===== config.mk =====
export PLATFORM = sky130hd
export DESIGN_NAME = mem_arbiter_flat
export DESIGN_NICKNAME = d
export VERILOG_FILES = /design/src/rtl/mem_arbiter_if.sv /design/src/rtl/mem_arbiter.sv /design/src/flat_wrapper.sv
export SDC_FILE = /design/constraint.sdc
export NUM_CORES = 1
export LEC_CHECK = 0
export CAP_MARGIN = 20
export CORE_AREA = 5 5 105 107
export CTS_BUF_LIST = sky130_fd_sc_hd__clkbuf_2 sky130_fd_sc_hd__clkbuf_4 sky130_fd_sc_hd__clkbuf_8
export DETAILED_ROUTE_END_ITERATION = 10
export DIE_AREA = 0 0 110 112
export PLACE_DENSITY_LB_ADDON = 0.05
export REMOVE_ABC_BUFFERS = 1
export SYNTH_ARGS = -nofsm -noshare
export SYNTH_HDL_FRONTEND = slang
export SYNTH_SLANG_ARGS = --single-unit

===== constraint.sdc =====
create_clock -name clk -period 1.8 [get_ports clk]
set_clock_uncertainty 0.1 [all_clocks]
set_input_delay 0.18 -clock clk [delete_from_list [all_inputs] [get_ports clk]]
set_output_delay 0.18 -clock clk [all_outputs]
set_load 0.01 [all_outputs]

===== src/rtl/mem_arbiter_if.sv =====
// Bus bundle between the three requesters, the memory and mem_arbiter.
// The arbiter uses "slave"; the requester/memory side uses "master".
interface mem_arbiter_if;
  logic        vid_req;
  logic [22:0] vid_addr;
  logic        vid_ack;
  logic [15:0] vid_data;
  logic        cpu_req;
  logic        cpu_we;
  logic [22:0] cpu_addr;
  logic [7:0]  cpu_din;
  logic        cpu_ack;
  logic [7:0]  cpu_dout;
  logic        aux_req;
  logic        aux_we;
  logic [22:0] aux_addr;
  logic [7:0]  aux_din;
  logic        aux_ack;
  logic [7:0]  aux_dout;
  logic [22:0] mem_addr;
  logic        mem_rd;
  logic        mem_wr;
  logic [7:0]  mem_dout;
  logic [15:0] mem_din;
  logic        mem_ready;
  logic        busy;
  logic        timeout_err;

  modport slave (
    input  vid_req, vid_addr, cpu_req, cpu_we, cpu_addr, cpu_din,
    input  aux_req, aux_we, aux_addr, aux_din, mem_din, mem_ready,
    output vid_ack, vid_data, cpu_ack, cpu_dout, aux_ack, aux_dout,
    output mem_addr, mem_rd, mem_wr, mem_dout, busy, timeout_err
  );

  modport master (
    output vid_req, vid_addr, cpu_req, cpu_we, cpu_addr, cpu_din,
    output aux_req, aux_we, aux_addr, aux_din, mem_din, mem_ready,
    input  vid_ack, vid_data, cpu_ack, cpu_dout, aux_ack, aux_dout,
    input  mem_addr, mem_rd, mem_wr, mem_dout, busy, timeout_err
  );
endinterface


===== src/rtl/mem_arbiter.sv =====
// Three-way memory arbiter (video > cpu > aux, with aux anti-starvation)
// running one IDLE/CMD/WAIT/ACK transaction at a time.
module mem_arbiter #(
  parameter int STARVE_MAX = 4,
  parameter int TIMEOUT    = 255
) (
  input  logic          clk,
  input  logic          reset_n,
  mem_arbiter_if.slave  bus
);

  localparam int SW = $clog2(STARVE_MAX + 1);
  localparam int TW = $clog2(TIMEOUT + 1);

  typedef enum logic [1:0] {ST_IDLE = 2'd0, ST_CMD = 2'd1, ST_WAIT = 2'd2, ST_ACK = 2'd3} state_t;
  typedef enum logic [1:0] {OWN_VID = 2'd0, OWN_CPU = 2'd1, OWN_AUX = 2'd2} owner_t;

  state_t      state_r, state_nxt;
  owner_t      owner_r, gnt_owner_s;
  logic [22:0] addr_r, gnt_addr_s;
  logic        gnt_we_s, grant_s, done_s, expire_s;
  logic [7:0]  gnt_din_s, rd_byte_s;
  logic [15:0] rd_word_s;
  logic [SW-1:0] starve_r;
  logic [TW-1:0] wait_cnt_r;

  // state register
  always_ff @(posedge clk or negedge reset_n) begin
    if (!reset_n) state_r <= ST_IDLE;
    else          state_r <= state_nxt;
  end

  // next state, arbitration decision and read-data selection
  always_comb begin
    state_nxt   = state_r;
    grant_s     = 1'b0;
    gnt_owner_s = owner_r;
    gnt_addr_s  = 23'h0;
    gnt_we_s    = 1'b0;
    gnt_din_s   = 8'h00;
    done_s      = 1'b0;
    expire_s    = 1'b0;
    case (state_r)
      ST_IDLE: begin
        if (bus.vid_req) begin
          grant_s = 1'b1; gnt_owner_s = OWN_VID; gnt_addr_s = bus.vid_addr;
        end else if (bus.aux_req && (starve_r >= SW'(STARVE_MAX))) begin
          grant_s = 1'b1; gnt_owner_s = OWN_AUX; gnt_addr_s = bus.aux_addr;
          gnt_we_s = bus.aux_we; gnt_din_s = bus.aux_din;
        end else if (bus.cpu_req) begin
          grant_s = 1'b1; gnt_owner_s = OWN_CPU; gnt_addr_s = bus.cpu_addr;
          gnt_we_s = bus.cpu_we; gnt_din_s = bus.cpu_din;
        end else if (bus.aux_req) begin
          grant_s = 1'b1; gnt_owner_s = OWN_AUX; gnt_addr_s = bus.aux_addr;
          gnt_we_s = bus.aux_we; gnt_din_s = bus.aux_din;
        end else begin
          grant_s = 1'b0;
        end
        if (grant_s) state_nxt = ST_CMD;
        else         state_nxt = ST_IDLE;
      end
      ST_CMD:  state_nxt = ST_WAIT;
      ST_WAIT: begin
        if (bus.mem_ready) begin
          done_s = 1'b1; state_nxt = ST_ACK;
        end else if (wait_cnt_r == TW'(TIMEOUT - 1)) begin
          done_s = 1'b1; expire_s = 1'b1; state_nxt = ST_ACK;
        end else begin
          state_nxt = ST_WAIT;
        end
      end
      ST_ACK:  state_nxt = ST_IDLE;
      default: state_nxt = ST_IDLE;
    endcase
    if (expire_s) rd_word_s = 16'hFFFF;
    else          rd_word_s = bus.mem_din;
    if (addr_r[0]) rd_byte_s = rd_word_s[15:8];
    else           rd_byte_s = rd_word_s[7:0];
  end

  // transaction latches, counters and registered outputs
  always_ff @(posedge clk or negedge reset_n) begin
    if (!reset_n) begin
      owner_r         <= OWN_VID;
      addr_r          <= 23'h0;
      starve_r        <= '0;
      wait_cnt_r      <= '0;
      bus.mem_addr    <= 23'h0;
      bus.mem_dout    <= 8'h00;
      bus.mem_rd      <= 1'b0;
      bus.mem_wr      <= 1'b0;
      bus.busy        <= 1'b0;
      bus.timeout_err <= 1'b0;
      bus.vid_ack     <= 1'b0;
      bus.cpu_ack     <= 1'b0;
      bus.aux_ack     <= 1'b0;
      bus.vid_data    <= 16'h0000;
      bus.cpu_dout    <= 8'h00;
      bus.aux_dout    <= 8'h00;
    end else begin
      bus.mem_rd      <= 1'b0;
      bus.mem_wr      <= 1'b0;
      bus.vid_ack     <= 1'b0;
      bus.cpu_ack     <= 1'b0;
      bus.aux_ack     <= 1'b0;
      bus.timeout_err <= 1'b0;
      bus.busy        <= (state_nxt != ST_IDLE);
      if (grant_s) begin
        owner_r      <= gnt_owner_s;
        addr_r       <= gnt_addr_s;
        bus.mem_addr <= gnt_addr_s;
        bus.mem_dout <= gnt_din_s;
        bus.mem_wr   <= gnt_we_s;
        bus.mem_rd   <= ~gnt_we_s;
      end
      if ((state_r == ST_WAIT) && !done_s) wait_cnt_r <= wait_cnt_r + TW'(1);
      else                                 wait_cnt_r <= '0;
      // starvation only accumulates while aux is actually waiting
      if (!bus.aux_req)                                  starve_r <= '0;
      else if (grant_s && (gnt_owner_s == OWN_AUX))      starve_r <= '0;
      else if (grant_s && (gnt_owner_s == OWN_CPU) && (starve_r < SW'(STARVE_MAX)))
                                                         starve_r <= starve_r + SW'(1);
      else                                               starve_r <= starve_r;
      if (done_s) begin
        bus.timeout_err <= expire_s;
        case (owner_r)
          OWN_VID: begin bus.vid_ack <= 1'b1; bus.vid_data <= rd_word_s; end
          OWN_CPU: begin bus.cpu_ack <= 1'b1; bus.cpu_dout <= rd_byte_s; end
          OWN_AUX: begin bus.aux_ack <= 1'b1; bus.aux_dout <= rd_byte_s; end
          default: bus.timeout_err <= expire_s;
        endcase
      end
    end
  end

endmodule


===== src/flat_wrapper.sv =====
// flat-port wrapper written by rule: the top's interface ports become plain ports
module mem_arbiter_flat 
#(
  parameter int STARVE_MAX = 4,
  parameter int TIMEOUT    = 255
)
  (clk, reset_n, bus_vid_req, bus_vid_addr, bus_cpu_req, bus_cpu_we, bus_cpu_addr, bus_cpu_din, bus_aux_req, bus_aux_we, bus_aux_addr, bus_aux_din, bus_mem_din, bus_mem_ready, bus_vid_ack, bus_vid_data, bus_cpu_ack, bus_cpu_dout, bus_aux_ack, bus_aux_dout, bus_mem_addr, bus_mem_rd, bus_mem_wr, bus_mem_dout, bus_busy, bus_timeout_err);
  mem_arbiter_if bus_i ();
  input  logic clk;
  input  logic reset_n;
  input wire logic [$bits(bus_i.vid_req)-1:0] bus_vid_req;
  input wire logic [$bits(bus_i.vid_addr)-1:0] bus_vid_addr;
  input wire logic [$bits(bus_i.cpu_req)-1:0] bus_cpu_req;
  input wire logic [$bits(bus_i.cpu_we)-1:0] bus_cpu_we;
  input wire logic [$bits(bus_i.cpu_addr)-1:0] bus_cpu_addr;
  input wire logic [$bits(bus_i.cpu_din)-1:0] bus_cpu_din;
  input wire logic [$bits(bus_i.aux_req)-1:0] bus_aux_req;
  input wire logic [$bits(bus_i.aux_we)-1:0] bus_aux_we;
  input wire logic [$bits(bus_i.aux_addr)-1:0] bus_aux_addr;
  input wire logic [$bits(bus_i.aux_din)-1:0] bus_aux_din;
  input wire logic [$bits(bus_i.mem_din)-1:0] bus_mem_din;
  input wire logic [$bits(bus_i.mem_ready)-1:0] bus_mem_ready;
  output wire logic [$bits(bus_i.vid_ack)-1:0] bus_vid_ack;
  output wire logic [$bits(bus_i.vid_data)-1:0] bus_vid_data;
  output wire logic [$bits(bus_i.cpu_ack)-1:0] bus_cpu_ack;
  output wire logic [$bits(bus_i.cpu_dout)-1:0] bus_cpu_dout;
  output wire logic [$bits(bus_i.aux_ack)-1:0] bus_aux_ack;
  output wire logic [$bits(bus_i.aux_dout)-1:0] bus_aux_dout;
  output wire logic [$bits(bus_i.mem_addr)-1:0] bus_mem_addr;
  output wire logic [$bits(bus_i.mem_rd)-1:0] bus_mem_rd;
  output wire logic [$bits(bus_i.mem_wr)-1:0] bus_mem_wr;
  output wire logic [$bits(bus_i.mem_dout)-1:0] bus_mem_dout;
  output wire logic [$bits(bus_i.busy)-1:0] bus_busy;
  output wire logic [$bits(bus_i.timeout_err)-1:0] bus_timeout_err;
  assign bus_i.vid_req = bus_vid_req;
  assign bus_i.vid_addr = bus_vid_addr;
  assign bus_i.cpu_req = bus_cpu_req;
  assign bus_i.cpu_we = bus_cpu_we;
  assign bus_i.cpu_addr = bus_cpu_addr;
  assign bus_i.cpu_din = bus_cpu_din;
  assign bus_i.aux_req = bus_aux_req;
  assign bus_i.aux_we = bus_aux_we;
  assign bus_i.aux_addr = bus_aux_addr;
  assign bus_i.aux_din = bus_aux_din;
  assign bus_i.mem_din = bus_mem_din;
  assign bus_i.mem_ready = bus_mem_ready;
  assign bus_vid_ack = bus_i.vid_ack;
  assign bus_vid_data = bus_i.vid_data;
  assign bus_cpu_ack = bus_i.cpu_ack;
  assign bus_cpu_dout = bus_i.cpu_dout;
  assign bus_aux_ack = bus_i.aux_ack;
  assign bus_aux_dout = bus_i.aux_dout;
  assign bus_mem_addr = bus_i.mem_addr;
  assign bus_mem_rd = bus_i.mem_rd;
  assign bus_mem_wr = bus_i.mem_wr;
  assign bus_mem_dout = bus_i.mem_dout;
  assign bus_busy = bus_i.busy;
  assign bus_timeout_err = bus_i.timeout_err;
  mem_arbiter #(.STARVE_MAX(STARVE_MAX), .TIMEOUT(TIMEOUT)) u_core (.clk(clk), .reset_n(reset_n), .bus(bus_i));
endmodule

==> reports/summary.txt <==
Status = completed
Minimum clock period = 1.63 ns
Total grt overflow = 0
Post-synthesis cell count = 433
Distinct cell type count after synthesis = 44
Sequential cell area fraction in the yosys report = 49.5%
Die ar. = 12300 um2
Static Leak = 2.69 nW
Highest Clock Rate = 612 MHz
Initial DRC count = 126
Vias = 4014
Die X = 110 um
Most common cell after layout, fill and taps aside = clkdlybuf4s50_1
Worst Setup End Kind = flop
Power Density = 1340 nW/um2
HPWL after DPL = 9.50 mm
Post-route ant nets = 0
Root Driver = clkbuf_8
Area leader, netlist = dfrtp_1
Crit path launch type = flop
Largest cells by area after synthesis = dfrtp_1 (49%), a32oi_1 (6.7%), a21oi_1 (5.0%)
Most frequent cells in the layout = clkdlybuf4s50_1 (177), dfrtp_1 (84), a21oi_1 (43)
Critical Path RT = 1.93 ns
RSZ-0062 raised after global routing = false
CP max FO = 9
Fill cells = 874
Core Area = 10000 um2
Antenna violations before repair = 0
GP Congestion = 0.802
# port buffers = 178
Final worst path period share = 90.8%
Clock slew seen by the registers of the worst setup and hold paths = 0.09 ns
Kind of critical path = flop to flop
Antenna Cells = 0
Fin Setup TNS = 0 ns
Seq cells post-synth = 85
Initial core utilization = 42.8%
Synthesized area per cell = 9.93 um2
Nets = 726
Number of remaining DRC errors = 0
Overall Global Routing Usage = 21.0%
VDD IR-drop max = 0.000574 V
Post-Syn Area = 4300 um2
Layout cell share with drive strength beyond 1 = 11.0%
Avg WL per Cell = 17.0 um
CTS tree = built
TritonRoute pass-1 iters = 5
Maximum number of pins on one net before global-route repair = 86
H-tree levels = 3
CTS Sinks = 85
Via density = 5.33
I/O pin count = 179
Yosys top cell area share = 49.5%
Routed met2 length = 6.26 mm
Top layer in use = met4
Hold WC Path Type = primary input to asynchronous set/reset pin
Hold Fails Final Rpt = 0
Core occupancy in the finished layout = 65.7%
CTS Buf Count = 9
Worst-case clock buffer depth = 2
First-pass GRT wire length = 20.4 mm
Std-Cell Rows = 37
Max Cap Violations = 0
Worst EP arrival = 1.77 ns
Critical Path Start = u_core.state_r[0]
Drt total wl = 12.8 mm
Slew @ Worst Pin = 0.448 ns
Chip height = 112 um
Metal3 WL = 1.06 mm
M1 wire length = 5.22 mm
Pre-CTS WS = -0.0416 ns
Vias in the first global route = 4150
Worst relative slew slack = 70.1%
Pins Over Slew Limit = 0
Area delta synth->final = 53.5%
Reg-to-reg startpoint = u_core.state_r[0]
# setup viols final = 0
Clock latency on the worst-skew pair = 0.35 ns
Final WS setup = 0.166 ns
YS warnings = 0
==> synth_stat cells (all sizes together) <==
cell / instances
nand3b: 2
xor2: 2
a31oi: 2
and4bb: 1
and2: 1
nand3: 5
a32oi: 33
nand2: 10
dfrtp: 85
nor2: 25
a22oi: 2
nor2b: 5
nand2b: 5
xnor2: 1
o22ai: 17
o31ai: 2
clkbuf: 14
a21oi: 43
mux2i: 1
or4: 1
a32o: 1
and3b: 2
inv: 39
nor3b: 17
a211oi: 17
a21boi: 1
and3: 24
ha: 5
nand4: 1
buf: 22
o21ai: 35
o21bai: 1
mux2: 8
o21ba: 1
nand4bb: 1
and4: 1
==> path summary, 6_finish.rpt <==
check	to	slack, ns	cells after the start
max in group asynchronous	u_core.bus.mem_addr[0]	0.93	3
worst max register to register	u_core.bus.aux_dout[1]	0.17	5
min in group clk	u_core.bus.vid_data[10]	0.36	3
worst min register to register	u_core.bus.mem_dout[7]	0.39	2
worst max-delay path	u_core.bus.aux_dout[1]	0.17	5
worst min-delay path	u_core.bus.cpu_dout[2]	0.29	3
==> critical path: stages (launching register included) <==
cell and delay [ns]:
dfrtp_1 0.36, inv_1 0.07, ha_1 0.23, nand3b_1 0.31
nor3b_1 0.36, a211oi_2 0.08
==> registers in the layout (all words and copies together) (netlist names) <==
signal / count
u_core.bus.mem_rd: 1
u_core.starve_r: 3
u_core.bus.vid_data: 16
u_core.bus.timeout_err: 1
u_core.bus.busy: 1
u_core.bus.mem_wr: 1
u_core.bus.aux_ack: 1
u_core.bus.mem_dout: 8
u_core.bus.aux_dout: 8
u_core.owner_r: 2
u_core.bus.cpu_dout: 8
u_core.bus.vid_ack: 1
u_core.state_r: 2
u_core.bus.mem_addr: 23
u_core.bus.cpu_ack: 1
u_core.wait_cnt_r: 8
==> routing by layer <==
| layer | vias up | track usage, % |
|---|---|---|
| met5 | - | 0 |
| met4 | 0 | 8.15 |
| met3 | 18 | 6.03 |
| met2 | 157 | 35.2 |
| met1 | 1907 | 25.1 |
| li1 | 1932 | - |
==> through the flow <==
| stage | hold WS [ns] | std cells | instance area (um2) | power [mW] |
|---|---|---|---|---|
| 2_1_floorplan | -0.216 | 397 | 4130 | 4.92 |
| 4_1_cts | 0.316 | 750 | 6580 | 8.90 |
| 3_3_place_gp | 0.152 | 733 | 6340 | 7.22 |
| 6_report | 0.291 | 753 | 6600 | 8.85 |
| 3_5_place_dp | 0.160 | 733 | 6340 | 7.33 |
| 5_1_grt | 0.332 | 753 | 6600 | 9.46 |
==> area by class of cell <==
class | instances | area (um2) | area share, %
inverters | 39 | 146 | 2.22
flip-flops and latches | 85 | 2130 | 32.2
well taps | 136 | 170 | 2.58
multi-input cells | 273 | 1850 | 28.0
clock inverters | 4 | 70.1 | 1.06
repair buffers | 204 | 2080 | 31.5
clock buffers | 12 | 159 | 2.41
==> repair_timing <==
action / 4_1_cts / 5_1_grt
hold endpoints to repair: 85 / 0
endpoints found under the setup margin: 1 / 1
gates resized for setup: 1 / 0
hold buffers: 1 / 0
buffers inserted: 0 / 3
==> power by group <==
group          total (mW)  switching, mW  internal [mW]  leakage, nW
clock network        1.54          0.672          0.869        0.120
registers            3.09          0.477           2.61         1.12
logic                4.22           1.93           2.29         1.46
==> logic make-up (layout without fill, tap and decap cells) <==
kind of cell | Yosys count | in the layout | synth area share (%)
simple gates | 101 | 101 | 13.7
fa+ha+maj | 5 | 5 | 1.45
mux | 9 | 9 | 2.33
buf+inv | 75 | 259 | 7.48
xor+xnor | 3 | 3 | 0.611
flops | 85 | 85 | 49.5
compound gates | 155 | 155 | 25.0
No activity file was read; power rests on OpenSTA's default activity.
